$ cat config.mk
export PLATFORM = sky130hd
export DESIGN_NAME = pipeline_mem_arbiter_flat
export DESIGN_NICKNAME = d
export VERILOG_FILES = /design/src/rtl/pipeline_mem_arbiter_if.sv /design/src/rtl/pipeline_mem_arbiter.sv /design/src/flat_wrapper.sv
export SDC_FILE = /design/constraint.sdc
export NUM_CORES = 1
export LEC_CHECK = 0
export BUFFER_PORTS_ARGS = -buffer_cell sky130_fd_sc_hd__buf_2
export CORE_AREA = 4 4 281 283
export CTS_CLUSTER_SIZE = 30
export DETAILED_ROUTE_END_ITERATION = 16
export DIE_AREA = 0 0 285 287
export SLEW_MARGIN = 40
export SYNTH_ARGS = -nofsm -noshare
export SYNTH_HDL_FRONTEND = slang
export SYNTH_SLANG_ARGS = --single-unit
$ cat constraint.sdc
create_clock -name CLK -period 18.5 [get_ports CLK]
set_input_delay 2.775 -clock CLK [delete_from_list [all_inputs] [get_ports CLK]]
set_output_delay 2.775 -clock CLK [all_outputs]
set_load 0.05 [all_outputs]
$ cat src/rtl/pipeline_mem_arbiter_if.sv
// Bus bundle between the two cache controllers, the arbiter and main memory.
// slave  : the arbiter's view (takes requests, drives memory commands).
// master : the caches'/memory model's view.
interface pipeline_mem_arbiter_if #(
  parameter int ADDR_W  = 28,
  parameter int BLOCK_W = 128
);
  logic               I_READ;
  logic [ADDR_W-1:0]  I_ADDRESS;
  logic [BLOCK_W-1:0] I_READDATA;
  logic               I_BUSYWAIT;
  logic               D_READ;
  logic               D_WRITE;
  logic [ADDR_W-1:0]  D_ADDRESS;
  logic [BLOCK_W-1:0] D_WRITEDATA;
  logic [BLOCK_W-1:0] D_READDATA;
  logic               D_BUSYWAIT;
  logic               MEM_READ;
  logic               MEM_WRITE;
  logic [ADDR_W-1:0]  MEM_ADDRESS;
  logic [BLOCK_W-1:0] MEM_WRITEDATA;
  logic [BLOCK_W-1:0] MEM_READDATA;
  logic               MEM_BUSYWAIT;

  modport slave (
    input  I_READ, I_ADDRESS, D_READ, D_WRITE, D_ADDRESS, D_WRITEDATA,
           MEM_READDATA, MEM_BUSYWAIT,
    output I_READDATA, I_BUSYWAIT, D_READDATA, D_BUSYWAIT,
           MEM_READ, MEM_WRITE, MEM_ADDRESS, MEM_WRITEDATA
  );

  modport master (
    output I_READ, I_ADDRESS, D_READ, D_WRITE, D_ADDRESS, D_WRITEDATA,
           MEM_READDATA, MEM_BUSYWAIT,
    input  I_READDATA, I_BUSYWAIT, D_READDATA, D_BUSYWAIT,
           MEM_READ, MEM_WRITE, MEM_ADDRESS, MEM_WRITEDATA
  );
endinterface

$ cat src/rtl/pipeline_mem_arbiter.sv
// Shares the single main-memory port between icache and dcache.
// One transaction at a time, sequenced by IDLE/GRANT_I/GRANT_D.
// Optional feature macro: ARB_ROUND_ROBIN_EN
//   defined   -> contested requests alternate between ports (D first after reset)
//   undefined -> dcache always wins contested requests
module pipeline_mem_arbiter #(
  parameter int ADDR_W  = 28,
  parameter int BLOCK_W = 128
) (
  input logic                    CLK,
  input logic                    RESET,
  pipeline_mem_arbiter_if.slave  bus
);

  typedef enum logic [1:0] {IDLE, GRANT_I, GRANT_D} state_t;

  state_t             state;
  logic               issued;
  logic               done_i, done_d;
  logic               mem_read, mem_write;
  logic [ADDR_W-1:0]  mem_address;
  logic [BLOCK_W-1:0] mem_writedata;
  logic [BLOCK_W-1:0] i_readdata, d_readdata;

  logic d_req, i_elig, d_elig, pick_d;

  // A port whose done pulse is showing cannot be granted again that cycle,
  // so a request still held during the done cycle is not served twice.
  assign d_req  = bus.D_READ | bus.D_WRITE;
  assign i_elig = bus.I_READ & ~done_i;
  assign d_elig = d_req & ~done_d;

`ifdef ARB_ROUND_ROBIN_EN
  // rr_ptr=1 means I wins the next contested arbitration
  logic rr_ptr;
  assign pick_d = d_elig & (~i_elig | ~rr_ptr);
`else
  assign pick_d = d_elig;
`endif

  assign bus.I_BUSYWAIT    = bus.I_READ & ~done_i;
  assign bus.D_BUSYWAIT    = d_req & ~done_d;
  assign bus.I_READDATA    = i_readdata;
  assign bus.D_READDATA    = d_readdata;
  assign bus.MEM_READ      = mem_read;
  assign bus.MEM_WRITE     = mem_write;
  assign bus.MEM_ADDRESS   = mem_address;
  assign bus.MEM_WRITEDATA = mem_writedata;

  // Grant FSM: latch request on grant, wait for memory, capture and pulse done
  always_ff @(posedge CLK or posedge RESET) begin
    if (RESET) begin
      state         <= IDLE;
      issued        <= 1'b0;
      done_i        <= 1'b0;
      done_d        <= 1'b0;
      mem_read      <= 1'b0;
      mem_write     <= 1'b0;
      mem_address   <= '0;
      mem_writedata <= '0;
      i_readdata    <= '0;
      d_readdata    <= '0;
`ifdef ARB_ROUND_ROBIN_EN
      rr_ptr        <= 1'b0;
`endif
    end else begin
      done_i <= 1'b0;
      done_d <= 1'b0;
      case (state)
        IDLE: begin
          if (pick_d) begin
            state         <= GRANT_D;
            mem_address   <= bus.D_ADDRESS;
            mem_writedata <= bus.D_WRITEDATA;
            // read+write together is a write-back; the read comes later
            mem_write     <= bus.D_WRITE;
            mem_read      <= ~bus.D_WRITE;
          end else if (i_elig) begin
            state       <= GRANT_I;
            mem_address <= bus.I_ADDRESS;
            mem_read    <= 1'b1;
            mem_write   <= 1'b0;
          end
`ifdef ARB_ROUND_ROBIN_EN
          if (i_elig && d_elig) rr_ptr <= ~rr_ptr;
`endif
        end
        GRANT_I, GRANT_D: begin
          // first grant cycle ignores MEM_BUSYWAIT: memory has not seen the command yet
          if (!issued) begin
            issued <= 1'b1;
          end else if (!bus.MEM_BUSYWAIT) begin
            issued    <= 1'b0;
            mem_read  <= 1'b0;
            mem_write <= 1'b0;
            state     <= IDLE;
            if (state == GRANT_I) begin
              i_readdata <= bus.MEM_READDATA;
              done_i     <= 1'b1;
            end else begin
              if (mem_read) d_readdata <= bus.MEM_READDATA;
              done_d <= 1'b1;
            end
          end
        end
        default: state <= IDLE;
      endcase
    end
  end

endmodule

$ cat src/flat_wrapper.sv
// flat-port wrapper written by rule: the top's interface ports become plain ports
module pipeline_mem_arbiter_flat 
#(
  parameter int ADDR_W  = 28,
  parameter int BLOCK_W = 128
)
  (CLK, RESET, bus_I_READ, bus_I_ADDRESS, bus_D_READ, bus_D_WRITE, bus_D_ADDRESS, bus_D_WRITEDATA, bus_MEM_READDATA, bus_MEM_BUSYWAIT, bus_I_READDATA, bus_I_BUSYWAIT, bus_D_READDATA, bus_D_BUSYWAIT, bus_MEM_READ, bus_MEM_WRITE, bus_MEM_ADDRESS, bus_MEM_WRITEDATA);
  pipeline_mem_arbiter_if #(.ADDR_W(ADDR_W), .BLOCK_W(BLOCK_W)) bus_i ();
  input logic CLK;
  input logic RESET;
  input wire logic [$bits(bus_i.I_READ)-1:0] bus_I_READ;
  input wire logic [$bits(bus_i.I_ADDRESS)-1:0] bus_I_ADDRESS;
  input wire logic [$bits(bus_i.D_READ)-1:0] bus_D_READ;
  input wire logic [$bits(bus_i.D_WRITE)-1:0] bus_D_WRITE;
  input wire logic [$bits(bus_i.D_ADDRESS)-1:0] bus_D_ADDRESS;
  input wire logic [$bits(bus_i.D_WRITEDATA)-1:0] bus_D_WRITEDATA;
  input wire logic [$bits(bus_i.MEM_READDATA)-1:0] bus_MEM_READDATA;
  input wire logic [$bits(bus_i.MEM_BUSYWAIT)-1:0] bus_MEM_BUSYWAIT;
  output wire logic [$bits(bus_i.I_READDATA)-1:0] bus_I_READDATA;
  output wire logic [$bits(bus_i.I_BUSYWAIT)-1:0] bus_I_BUSYWAIT;
  output wire logic [$bits(bus_i.D_READDATA)-1:0] bus_D_READDATA;
  output wire logic [$bits(bus_i.D_BUSYWAIT)-1:0] bus_D_BUSYWAIT;
  output wire logic [$bits(bus_i.MEM_READ)-1:0] bus_MEM_READ;
  output wire logic [$bits(bus_i.MEM_WRITE)-1:0] bus_MEM_WRITE;
  output wire logic [$bits(bus_i.MEM_ADDRESS)-1:0] bus_MEM_ADDRESS;
  output wire logic [$bits(bus_i.MEM_WRITEDATA)-1:0] bus_MEM_WRITEDATA;
  assign bus_i.I_READ = bus_I_READ;
  assign bus_i.I_ADDRESS = bus_I_ADDRESS;
  assign bus_i.D_READ = bus_D_READ;
  assign bus_i.D_WRITE = bus_D_WRITE;
  assign bus_i.D_ADDRESS = bus_D_ADDRESS;
  assign bus_i.D_WRITEDATA = bus_D_WRITEDATA;
  assign bus_i.MEM_READDATA = bus_MEM_READDATA;
  assign bus_i.MEM_BUSYWAIT = bus_MEM_BUSYWAIT;
  assign bus_I_READDATA = bus_i.I_READDATA;
  assign bus_I_BUSYWAIT = bus_i.I_BUSYWAIT;
  assign bus_D_READDATA = bus_i.D_READDATA;
  assign bus_D_BUSYWAIT = bus_i.D_BUSYWAIT;
  assign bus_MEM_READ = bus_i.MEM_READ;
  assign bus_MEM_WRITE = bus_i.MEM_WRITE;
  assign bus_MEM_ADDRESS = bus_i.MEM_ADDRESS;
  assign bus_MEM_WRITEDATA = bus_i.MEM_WRITEDATA;
  pipeline_mem_arbiter #(.ADDR_W(ADDR_W), .BLOCK_W(BLOCK_W)) u_core (.CLK(CLK), .RESET(RESET), .bus(bus_i));
endmodule
=== Yosys cells after proc, flatten, opt, wreduce, memory -nomap -nowiden ===
Cells that the tools add are included.
W data, S select, Z words.

* Bitwise gates (word level): 8
* Reductions and logical operators: 10
* Equal/unequal tests: 5
* Multiplexer cells: 25

{| class="wikitable"
|+ Operator list
! operator !! count
|-
| $mux W28 || 2
|-
| $mux W1 || 16
|-
| $mux W2 || 4
|-
| $reduce_and A4 Y1 || 2
|-
| $not A1 Y1 || 5
|-
| $reduce_and A5 Y1 || 1
|-
| $pmux W1 S2 || 2
|-
| $pmux W2 S2 || 1
|-
| $reduce_and A2 Y1 || 2
|-
| $reduce_bool A2 Y1 || 2
|-
| $ne A3 B3 Y1 const B || 1
|-
| $reduce_and A3 Y1 || 1
|-
| $and A1 B1 Y1 || 2
|-
| $eq A2 B1 Y1 const B || 1
|-
| $eq A2 B2 Y1 const B || 1
|-
| $logic_not A2 Y1 || 1
|-
| $ne A2 B1 Y1 const B || 1
|-
| $ne A2 B2 Y1 const B || 1
|-
| $reduce_or A2 Y1 || 1
|-
| $or A1 B1 Y1 || 1
|}

* Register bits after elaboration: 419
* Output and inout bits: 416
* Bits of input ports: 318
* Word-level logic and storage cells: 58

=== Depth between registers and ports, before layout ===
Gate-level depths: netlist (run 1).

* Word-level depth: 5
* Gate-level depth with buffers: 8
* Depth with buffers taken out: 6

=== Worst setup path after synthesis (run 1) ===
OpenSTA, ideal clock, no wires.

* Kind: input-to-output
* From: input bus_I_READ
* To: output bus_I_BUSYWAIT
* Path slack: 12,117 ps
* Stages: 1
* Arrival: 3,608 ps
* Buffers on the path: 0
* Required time: 15,725 ps
* Cells stage by stage: nor2b_1

* Longest elaborated chain between the ends: 1

{| class="wikitable"
|+ RTL lines
! element !! line !! source
|-
| start, declared || flat_wrapper.sv:11 || <nowiki>input wire logic [$bits(bus_i.I_READ)-1:0] bus_I_READ;</nowiki>
|-
| $and A1 B1 Y1 || pipeline_mem_arbiter.sv:41 || <nowiki>assign bus.I_BUSYWAIT = bus.I_READ & ~done_i;</nowiki>
|-
| end, declared || flat_wrapper.sv:20 || <nowiki>output wire logic [$bits(bus_i.I_BUSYWAIT)-1:0] bus_I_BUSYWAIT;</nowiki>
|}

No other way between the ends.

=== Final worst setup path (run 1) ===
* From: input bus_D_WRITE
* To: output bus_D_BUSYWAIT

* Longest elaborated chain between the ends: 2

{| class="wikitable"
|+ RTL lines
! element !! line !! source
|-
| start, declared || flat_wrapper.sv:14 || <nowiki>input wire logic [$bits(bus_i.D_WRITE)-1:0] bus_D_WRITE;</nowiki>
|-
| $or A1 B1 Y1 || pipeline_mem_arbiter.sv:29 || <nowiki>assign d_req = bus.D_READ | bus.D_WRITE;</nowiki>
|-
| $and A1 B1 Y1 || pipeline_mem_arbiter.sv:42 || <nowiki>assign bus.D_BUSYWAIT = d_req & ~done_d;</nowiki>
|-
| end, declared || flat_wrapper.sv:22 || <nowiki>output wire logic [$bits(bus_i.D_BUSYWAIT)-1:0] bus_D_BUSYWAIT;</nowiki>
|}

No other way between the ends.

==> results of run 1 <==
==> worst min path at each step <==
stage	depth (start not counted)	startpoint	end
2_1_floorplan	1	u_core.issued	u_core.issued
3_3_place_gp	2	u_core.bus.I_READDATA[84]	u_core.bus.I_READDATA[84]
3_5_place_dp	2	u_core.bus.I_READDATA[13]	u_core.bus.I_READDATA[13]
4_1_cts	2	u_core.bus.I_READDATA[6]	u_core.bus.I_READDATA[6]
5_1_grt	2	u_core.bus.I_READDATA[106]	u_core.bus.I_READDATA[106]
6_report	2	u_core.bus.I_READDATA[3]	u_core.bus.I_READDATA[3]
==> synthesized netlist by cell type <==
library cell,count
a21oi_1,5
buf_12,11
buf_2,21
buf_4,12
buf_6,3
clkbuf_1,18
dfrtp_1,419
ha_1,2
inv_1,7
inv_2,1
mux2_2,136
mux2_4,120
mux2i_1,29
nand2_1,414
nand2_4,1
nand3b_2,1
nand4b_1,1
nor2_1,2
nor2_4,1
nor2b_1,1
nor3b_1,1
o21a_1,1
o21ai_0,30
o21ai_1,2
o22ai_1,1
o2bb2ai_1,2
==> logic make-up after synthesis <==
group                    Yosys count
multiplexers                     285
buffers and inverters             73
adder cells (fa/ha/maj)            2
AO/OA/AOI/OAI                     41
AND/OR/NAND/NOR                  422
flip-flops                       419
==> cell type report <==
cell class                 instances  area (um2)  area share
sequential                       419       10500       0.461
multi-input combinational        750        5520       0.242
timing repair buffer             747        3860       0.169
clock buffer                      73        1430      0.0626
tap                             1040        1300      0.0572
clock inverter                    12         133     0.00583
inverter                           8        40.0     0.00176
antenna                            1        2.50    0.000110
==> per-layer routing <==
layer  vias to the layer above  track usage  share of wire
met5                         -            0         0.0012
met4                        10       0.0354          0.026
met3                        84       0.0423          0.086
met2                       487        0.212           0.50
met1                      5832        0.143           0.39
li1                       5548            -              -
==> per-stage QoR <==
stage,setup WS (ns),hold WS [ns],cell area (um2),util,instances
detailed placement,11.82,0.456,21200,0.276,2963
global placement,11.85,0.452,21100,0.275,2961
global route,11.73,0.488,22800,0.297,3049
CTS,11.82,0.471,22700,0.296,3048
finish,11.80,0.465,22800,0.297,3050
floorplan,4.06,0.512,16500,-,1242
==> worst max-delay path, cell delays in order <==
cell and delay (ns):
buf_2 0.10, o21ai_1 0.10, inv_2 0.05, buf_4 0.49
buf_2 0.38
==> sequential cells by signal, indices dropped and copies added (netlist names) <==
| register | flops |
|---|---|
| u_core.bus.MEM_WRITE | 1 |
| u_core.issued | 1 |
| u_core.bus.MEM_WRITEDATA | 128 |
| u_core.bus.I_READDATA | 128 |
| u_core.done_d | 1 |
| u_core.bus.D_READDATA | 128 |
| u_core.bus.MEM_READ | 1 |
| u_core.done_i | 1 |
| u_core.bus.MEM_ADDRESS | 28 |
| u_core.state | 2 |
==> summary.txt, run 1 <==
Floorplanning
  – # IOs: 734
  – Die W: 285 um
  – Die height: 287 um
  – Die footprint: 81800 um2
  – Initial Util: 0.215
  – Core area: 76700 um2
  – Rows: 102

Timing
  – Max frequency: 149 MHz
  – Part of the cycle the worst path needs: 0.362
  – Max_slew headroom: 0.465
  – Setup TNS: 0 ns
  – Final Setup Violations: 0
  – Min Tclk post-route: 6.70 ns
  – Setup Skew: 0.0107 ns
  – Worst-Margin Slew: 0.802 ns
  – Fin. max-slew vios: 0
  – Final count of hold timing violations: 0
  – RSZ-0062 raised after global routing: false

Synthesis
  – Post-Syn Area: 16500 um2
  – Post-Synth Adder-Cell Area: 0.00152
  – Syn Nets: 1562
  – Synth Instances: 1242
  – Register area share after synthesis: 0.635
  – Post-synthesis mux area share: 0.219
  – Syn. warnings: 0
  – Compound-cell area share of the yosys netlist: 0.0131
  – Netlist cell types: 26
  – Xor/xnor share of the synthesized area: 0
  – Synthesized area per cell: 13.3 um2
  – Main combinational cell family by area after synthesis: multiplexers
  – Yosys top cell by area: dfrtp_1
  – Simple-Gate Fraction of Synth Area: 0.0980
  – Synth top area share: 0.635
  – Register bit total from synthesis: 419
  – Synth top area cells: dfrtp_1, mux2_4, nand2_1

Min path
  – Min-Delay Path Class: reg -> reg

Worst setup path
  – Kind of end point of the critical path: primary output
  – Crit Path Max Fanout: 33
  – Crit path DAT: 3.92 ns
  – Startpoint type of the worst setup path: primary input
  – Last element of the critical path: bus_D_BUSYWAIT
  – R2R Setup Slk: 15.51 ns
  – Worst EP required: 15.73 ns
  – Worst reg2reg startpoint: u_core.state[0]
  – R2R depth: 8
  – Crit path launch: bus_D_WRITE
  – Crit path kind: in -> out
  – Reg-to-Reg End: u_core.bus.D_READDATA[83]

Run status
  – Status: finished, final reports clean

Clocking
  – Clk root buf: clkbuf_16
  – H-Tree Depth: 2
  – Post-CTS Setup Repair Bufs: 0
  – Clock buffer depth: 3
  – CTS tree: done
  – Worst skew pair latency: 0.56 ns
  – CTS Hold Bufs: 0
  – CTS clock-pin slew for the worst setup and hold paths: 0.06 ns
  – Post-CTS Resized: 0
  – Clk sinks: 419
  – CTS buffer count: 47

Global route
  – Largest net degree at the start of global routing: 144
  – Remaining global-route overflow: 0
  – First-pass GRT wire length: 78100 um
  – Gr usage total: 0.122
  – Initial antenna violation count: 10
  – Vias in the first global route: 12500

Finish
  – Fill count: 7920
  – Area delta synth->final: 37.8%
  – Most common cell after layout, fill and taps aside: buf_2
  – Most frequent cells in the layout: buf_2, dfrtp_1, nand2_1
  – Final nets: 2293
  – Layout cells sized above 1: 0.540

Place
  – Final HPWL DP: 38400 um
  – RePlAce Congestion: 0.809
  – PortBufs: 733

Run
  – MaxCap Viol Count: 0

Routing
  – Post-DRT Antenna Nets: 0
  – Avg Vias per Cell: 3.92
  – DR pass1 iterations: 4
  – Avg WL per Cell: 17.2 um
  – Residual DRC count: 0
  – DR vias: 12000
  – DR iter-0 viols: 411
  – Post-Route WL: 52500 um
Power of run 1 is not shown: default switching activity piles up to over one toggle a cycle in this logic, so the estimate is an artifact.
==> run 2, diff against run 1 <==
==> constraint.sdc (replaced) <==
create_clock -name CLK -period 6.9 [get_ports CLK]
set_input_delay 1.035 -clock CLK [delete_from_list [all_inputs] [get_ports CLK]]
set_output_delay 1.035 -clock CLK [all_outputs]
set_load 0.05 [all_outputs]
==> run 2 against run 1 <==
  * Final area is 0.37% higher
  * Core utilization is 0.11 points higher
  * Sequential share of layout area is 0.17 points lower
  * Count of clock-buffer cells in the layout is 1 lower
  * Flip-flop and latch count stayed put
  * Clock skew is 0.0048 ns higher
  * Final cell count is 0.30% higher
  * Largest cell class unchanged
  * Highest routed layer unchanged
==> summary.txt, run 2 (synthesis gave the netlist of run 1 again) <==
Routing
  – Post-DRT Antenna Nets: 0 (unchanged)
  – Post-Route WL: 52600 um (was 52500 um)
  – Avg Vias per Cell: 3.85 (was 3.92)
  – Avg WL per Cell: 17.2 um (about the same)
  – DR pass1 iterations: 4 (unchanged)
  – DR vias: 11800 (was 12000)
  – DR iter-0 viols: 341 (was 411)
  – Residual DRC count: 0 (unchanged)

Finish
  – Area delta synth->final: 38.4% (was 37.8%)
  – Layout cells sized above 1: 0.543 (was 0.540)
  – Most common cell after layout, fill and taps aside: buf_2 (unchanged)
  – Most frequent cells in the layout: buf_2, dfrtp_1, nand2_1 (unchanged)
  – Final nets: 2296 (was 2293)

Clocking
  – CTS buffer count: 47 (unchanged)
  – CTS clock-pin slew for the worst setup and hold paths: 0.06 ns (about the same)
  – H-Tree Depth: 2 (unchanged)
  – Clk root buf: clkbuf_16 (unchanged)
  – Clock buffer depth: 3 (unchanged)
  – Post-CTS Setup Repair Bufs: 0 (unchanged)
  – CTS tree: done (unchanged)
  – Post-CTS Resized: 0 (unchanged)
  – CTS Hold Bufs: 0 (unchanged)
  – Clk sinks: 419 (unchanged)
  – Worst skew pair latency: 0.57 ns (was 0.56 ns)

Worst setup path
  – CP cell instances: buf_2, o21ai_1, inv_2, buf_4, buf_2 (unchanged)
  – R2R depth: 8 (unchanged)
  – Worst reg2reg startpoint: u_core.state[0] (unchanged)
  – Crit path launch: bus_D_WRITE (unchanged)
  – Startpoint type of the worst setup path: primary input (unchanged)
  – Crit path DAT: 2.24 ns (was 3.92 ns)
  – Most frequent CP cell: buf_2 (unchanged)
  – Crit path kind: in -> out (unchanged)
  – Worst EP required: 5.86 ns (was 15.73 ns)
  – Slowest-stage cell, CP: buf_4 (unchanged)
  – Slowest Stage Delay on Critical Path: 0.49 ns (about the same)
  – Crit Path Max Fanout: 32 (was 33)
  – Kind of end point of the critical path: primary output (unchanged)

Place
  – PortBufs: 733 (unchanged)
  – Final HPWL DP: 39200 um (was 38400 um)
  – RePlAce Congestion: 0.793 (was 0.809)

Timing
  – RSZ-0062 raised after global routing: false (unchanged)
  – Setup Skew: 0.0155 ns (was 0.0107 ns)
  – Max_slew headroom: 0.402 (was 0.465)
  – Min Tclk post-route: 3.27 ns
  – Final count of hold timing violations: 0 (unchanged)
  – Fin. max-slew vios: 0 (unchanged)
  – Part of the cycle the worst path needs: 0.475
  – Max frequency: 305 MHz
  – Worst-Margin Slew: 0.897 ns (was 0.802 ns)
  – Setup TNS: 0 ns (unchanged)
  – Final Setup Violations: 0 (unchanged)

Min path
  – Min-Delay Path Class: reg -> reg (unchanged)
  – Hold depth: 2 (unchanged)
  – Hold_sp: u_core.bus.I_READDATA[91] (was u_core.bus.I_READDATA[3])

Run status
  – Status: finished, final reports clean (unchanged)

Global route
  – First-pass GRT wire length: 77500 um (was 78100 um)
  – Vias in the first global route: 12400 (was 12500)
  – Initial antenna violation count: 7 (was 10)
  – Gr usage total: 0.122 (about the same)
  – Remaining global-route overflow: 0 (unchanged)
  – Largest net degree at the start of global routing: 97 (was 144)

Floorplanning
  – Rows: 102 (unchanged)
  – Die height: 287 um (unchanged)
  – Die W: 285 um (unchanged)
  – Initial Util: 0.215 (unchanged)
  – Core area: 76700 um2 (unchanged)
  – # IOs: 734 (unchanged)
  – Die footprint: 81800 um2 (unchanged)

Run
  – MaxCap Viol Count: 0 (unchanged)
==> run 2: final timing paths <==
check                                          endpoint  slack (ns)
setup / recovery                         bus_D_BUSYWAIT        3.63
hold / removal                u_core.bus.I_READDATA[91]        0.47
setup reg to reg              u_core.bus.I_READDATA[24]        3.68
hold reg to reg               u_core.bus.I_READDATA[91]        0.47
max in group asynchronous     u_core.bus.I_READDATA[35]        4.92
min in group asynchronous  u_core.bus.MEM_WRITEDATA[16]        0.59
==> run 2: through the flow <==
step           setup slack, ns  utilization  cell area [um2]  instances  hold WS [ns]
2_1_floorplan            0.213            -            16500       1242         0.512
3_3_place_gp              3.20        0.276            21200       2964         0.454
3_5_place_dp              3.12        0.277            21200       2967         0.456
4_1_cts                   3.42        0.298            22800       3049         0.472
5_1_grt                   3.39        0.298            22800       3052         0.487
6_report                  3.63        0.298            22800       3059         0.465
==> run 2: per-layer routing <==
layer  share of wire  GRT usage
met4           0.032     0.0433
met3           0.077     0.0370
met2            0.50      0.212
met5         0.00051          0
met1            0.39      0.142
==> run 2: worst max-delay path: cells and delay by family <==
kind            cells  cell delay [ns]
buf+inv             4             1.07
compound gates      1             0.10
==> run 2: layout make-up <==
| class | count | area, um2 |
|---|---|---|
| multi-input combinational | 750 | 5520 |
| fill | 7886 | 53900 |
| antenna | 10 | 25.0 |
| clock buffer | 72 | 1470 |
| inverter | 8 | 36.3 |
| sequential | 419 | 10500 |
| tap | 1040 | 1300 |
| timing repair buffer | 750 | 3910 |
| clock inverter | 10 | 100 |
Power of run 2 is left out for the same reason.
==> run 3, diff against run 2 <==
==> constraint.sdc (replaced) <==
create_clock -name CLK -period 3.1 [get_ports CLK]
set_input_delay 0.465 -clock CLK [delete_from_list [all_inputs] [get_ports CLK]]
set_output_delay 0.465 -clock CLK [all_outputs]
set_load 0.05 [all_outputs]
==> run 3 against run 2 <==
  * Count of clock-buffer cells in the layout shrank 10
  * Final cell count rose by 0.33%
  * Routed wire length barely moved
  * Worst setup slack got worse by 3.3 ns
==> summary.txt, run 3 (synthesis gave the netlist of run 1 again) <==
Clocking
  – Post-CTS Resized: 0 (unchanged)
  – CTS tree: done (unchanged)
  – Clk root buf: clkbuf_16 (unchanged)
  – H-Tree Depth: 2 (unchanged)
  – Clock buffer depth: 3 (unchanged)
  – Worst skew pair latency: 0.57 ns (about the same)
  – Clk sinks: 419 (unchanged)
  – Post-CTS Setup Repair Bufs: 0 (unchanged)
  – CTS Hold Bufs: 1 (was 0)
  – CTS buffer count: 45 (was 47)
  – CTS clock-pin slew for the worst setup and hold paths: 0.06 ns (about the same)

Worst setup path
  – R2R depth: 7 (was 8)
  – Crit Path Max Fanout: 20 (was 32)
  – Crit path launch: u_core.done_d (was bus_D_WRITE)
  – Reg-to-Reg End: u_core.bus.D_READDATA[107] (was u_core.bus.I_READDATA[24])
  – Worst Path Buf+Inv: 4 (unchanged)
  – Slowest Stage Delay on Critical Path: 0.44 ns (was 0.49 ns)
  – Crit path DAT: 2.26 ns (was 2.24 ns)
  – Slowest-stage cell, CP: inv_2 (was buf_4)
  – Startpoint type of the worst setup path: register (was primary input)
  – Crit path max-delay family: buffers and inverters (unchanged)
  – R2R Setup Slk: 0.71 ns (was 3.68 ns)
  – Worst EP required: 2.63 ns (was 5.86 ns)
  – Crit path kind: reg -> out (was in -> out)
  – CP cell instances: inv_1, o21ai_1, inv_2, buf_4, buf_2 (was buf_2, o21ai_1, inv_2, buf_4, buf_2)
  – Worst reg2reg startpoint: u_core.state[1] (was u_core.state[0])
  – Kind of end point of the critical path: primary output (unchanged)

Timing
  – Fin. max-slew vios: 0 (unchanged)
  – Setup Skew: 0.0125 ns (was 0.0155 ns)
  – Setup TNS: 0 ns (unchanged)
  – Final Setup Violations: 0 (unchanged)
  – RSZ-0062 raised after global routing: false (unchanged)
  – Max_slew headroom: 0.376 (was 0.402)
  – Part of the cycle the worst path needs: 0.880
  – Max frequency: 366 MHz
  – Worst-Margin Slew: 0.936 ns (was 0.897 ns)
  – Final count of hold timing violations: 0 (unchanged)
  – Min Tclk post-route: 2.73 ns
  – Hold WS: 0.0963 ns (was 0.465 ns)

Place
  – Dpl cell area: 21400 um2 (was 21200 um2)
  – Final HPWL DP: 39900 um (was 39200 um)
  – RePlAce Congestion: 0.810 (was 0.793)
  – PortBufs: 733 (unchanged)

Floorplanning
  – Rows: 102 (unchanged)
  – Die W: 285 um (unchanged)
  – Die footprint: 81800 um2 (unchanged)
  – Die height: 287 um (unchanged)
  – Initial Util: 0.215 (unchanged)
  – Core area: 76700 um2 (unchanged)
  – # IOs: 734 (unchanged)

Finish
  – Most frequent cells in the layout: buf_2, dfrtp_1, nand2_1 (unchanged)
  – Area delta synth->final: 38.7% (was 38.4%)
  – Final Core Density: 0.299 (was 0.298)
  – Multi-input gate area: 5510 um2 (was 5520 um2)
  – Final Cell Area: 22900 um2 (was 22800 um2)
  – Most common cell after layout, fill and taps aside: buf_2 (unchanged)
  – Final nets: 2312 (was 2296)
  – Reg area: 10500 um2 (unchanged)
  – Fill count: 7906 (was 7886)
  – Layout cells sized above 1: 0.544 (was 0.543)

Routing
  – Post-DRT Antenna Nets: 0 (unchanged)
  – DR vias: 11900 (was 11800)
  – Avg WL per Cell: 17.1 um (was 17.2 um)
  – Avg Vias per Cell: 3.88 (was 3.85)
  – Post-Route WL: 52600 um (about the same)
  – DR iter-0 viols: 473 (was 341)
  – DR pass1 iterations: 4 (unchanged)
  – Residual DRC count: 0 (unchanged)

Global route
  – Remaining global-route overflow: 0 (unchanged)
  – Initial antenna violation count: 8 (was 7)
  – First-pass GRT wire length: 78300 um (was 77500 um)
  – Gr usage total: 0.123 (was 0.122)
  – Largest net degree at the start of global routing: 129 (was 97)
  – Vias in the first global route: 12500 (was 12400)

Min path
  – Hold_sp: bus_MEM_READDATA[27] (was u_core.bus.I_READDATA[91])
  – Hold path endpoint: u_core.bus.I_READDATA[27] (was u_core.bus.I_READDATA[91])
  – Hold depth: 3 (was 2)
  – Min-Delay Path Class: in -> reg (was reg -> reg)

Run
  – MaxCap Viol Count: 0 (unchanged)

Run status
  – Status: finished, final reports clean (unchanged)
==> run 3: cell count changes in the layout (fill, tap and decap cells not counted), moves of 3 or more <==
cell / delta
clkbuf_16: -3
clkbuf_8: -9
diode_2: -5
buf_4: +13
buf_12: +8
clkinv_2: +4
buf_16: -3
==> run 3: metal layers <==
layer | GRT usage | share of wire | vias to the layer above
met1 | 0.146 | 0.39 | 5773
met3 | 0.0354 | 0.078 | 84
li1 | - | - | 5588
met5 | 0 | 0.00023 | -
met2 | 0.209 | 0.49 | 451
met4 | 0.0487 | 0.038 | 2
==> run 3: how the worst max path moves through the flow <==
stage / cells past startpoint / endpoint / slack, ns
finish: 5 / bus_D_BUSYWAIT / 0.37
global route: 5 / bus_D_BUSYWAIT / 0.24
CTS: 5 / bus_D_BUSYWAIT / 0.32
detailed placement: 7 / u_core.bus.D_READDATA[40] / 0.77
global placement: 7 / u_core.bus.D_READDATA[58] / 0.80
floorplan: 1 / u_core.bus.D_READDATA[0] / -3.02
==> run 3: area by class of cell <==
cell class | instances | share of cell area
Clock buffer | 62 | 0.0559
Tap cell | 1040 | 0.0568
Timing Repair Buffer | 768 | 0.178
Inverter | 8 | 0.00158
Clock inverter | 17 | 0.00868
Multi-Input combinational cell | 750 | 0.241
Antenna cell | 5 | 0.000546
Sequential cell | 419 | 0.458
==> run 3: stage by stage <==
step / cells / setup WS, ns
after detailed placement: 2984 / 0.769
after CTS: 3064 / 0.317
after global routing: 3068 / 0.237
after global placement: 2984 / 0.798
after floorplan: 1242 / -3.02
final: 3069 / 0.371
==> run 3: worst min-delay path, stage by stage <==
cell	delay [ns]
buf_2	0.09
nand2_1	0.04
nand2_1	0.04
Power of run 3 is left out for the same reason.
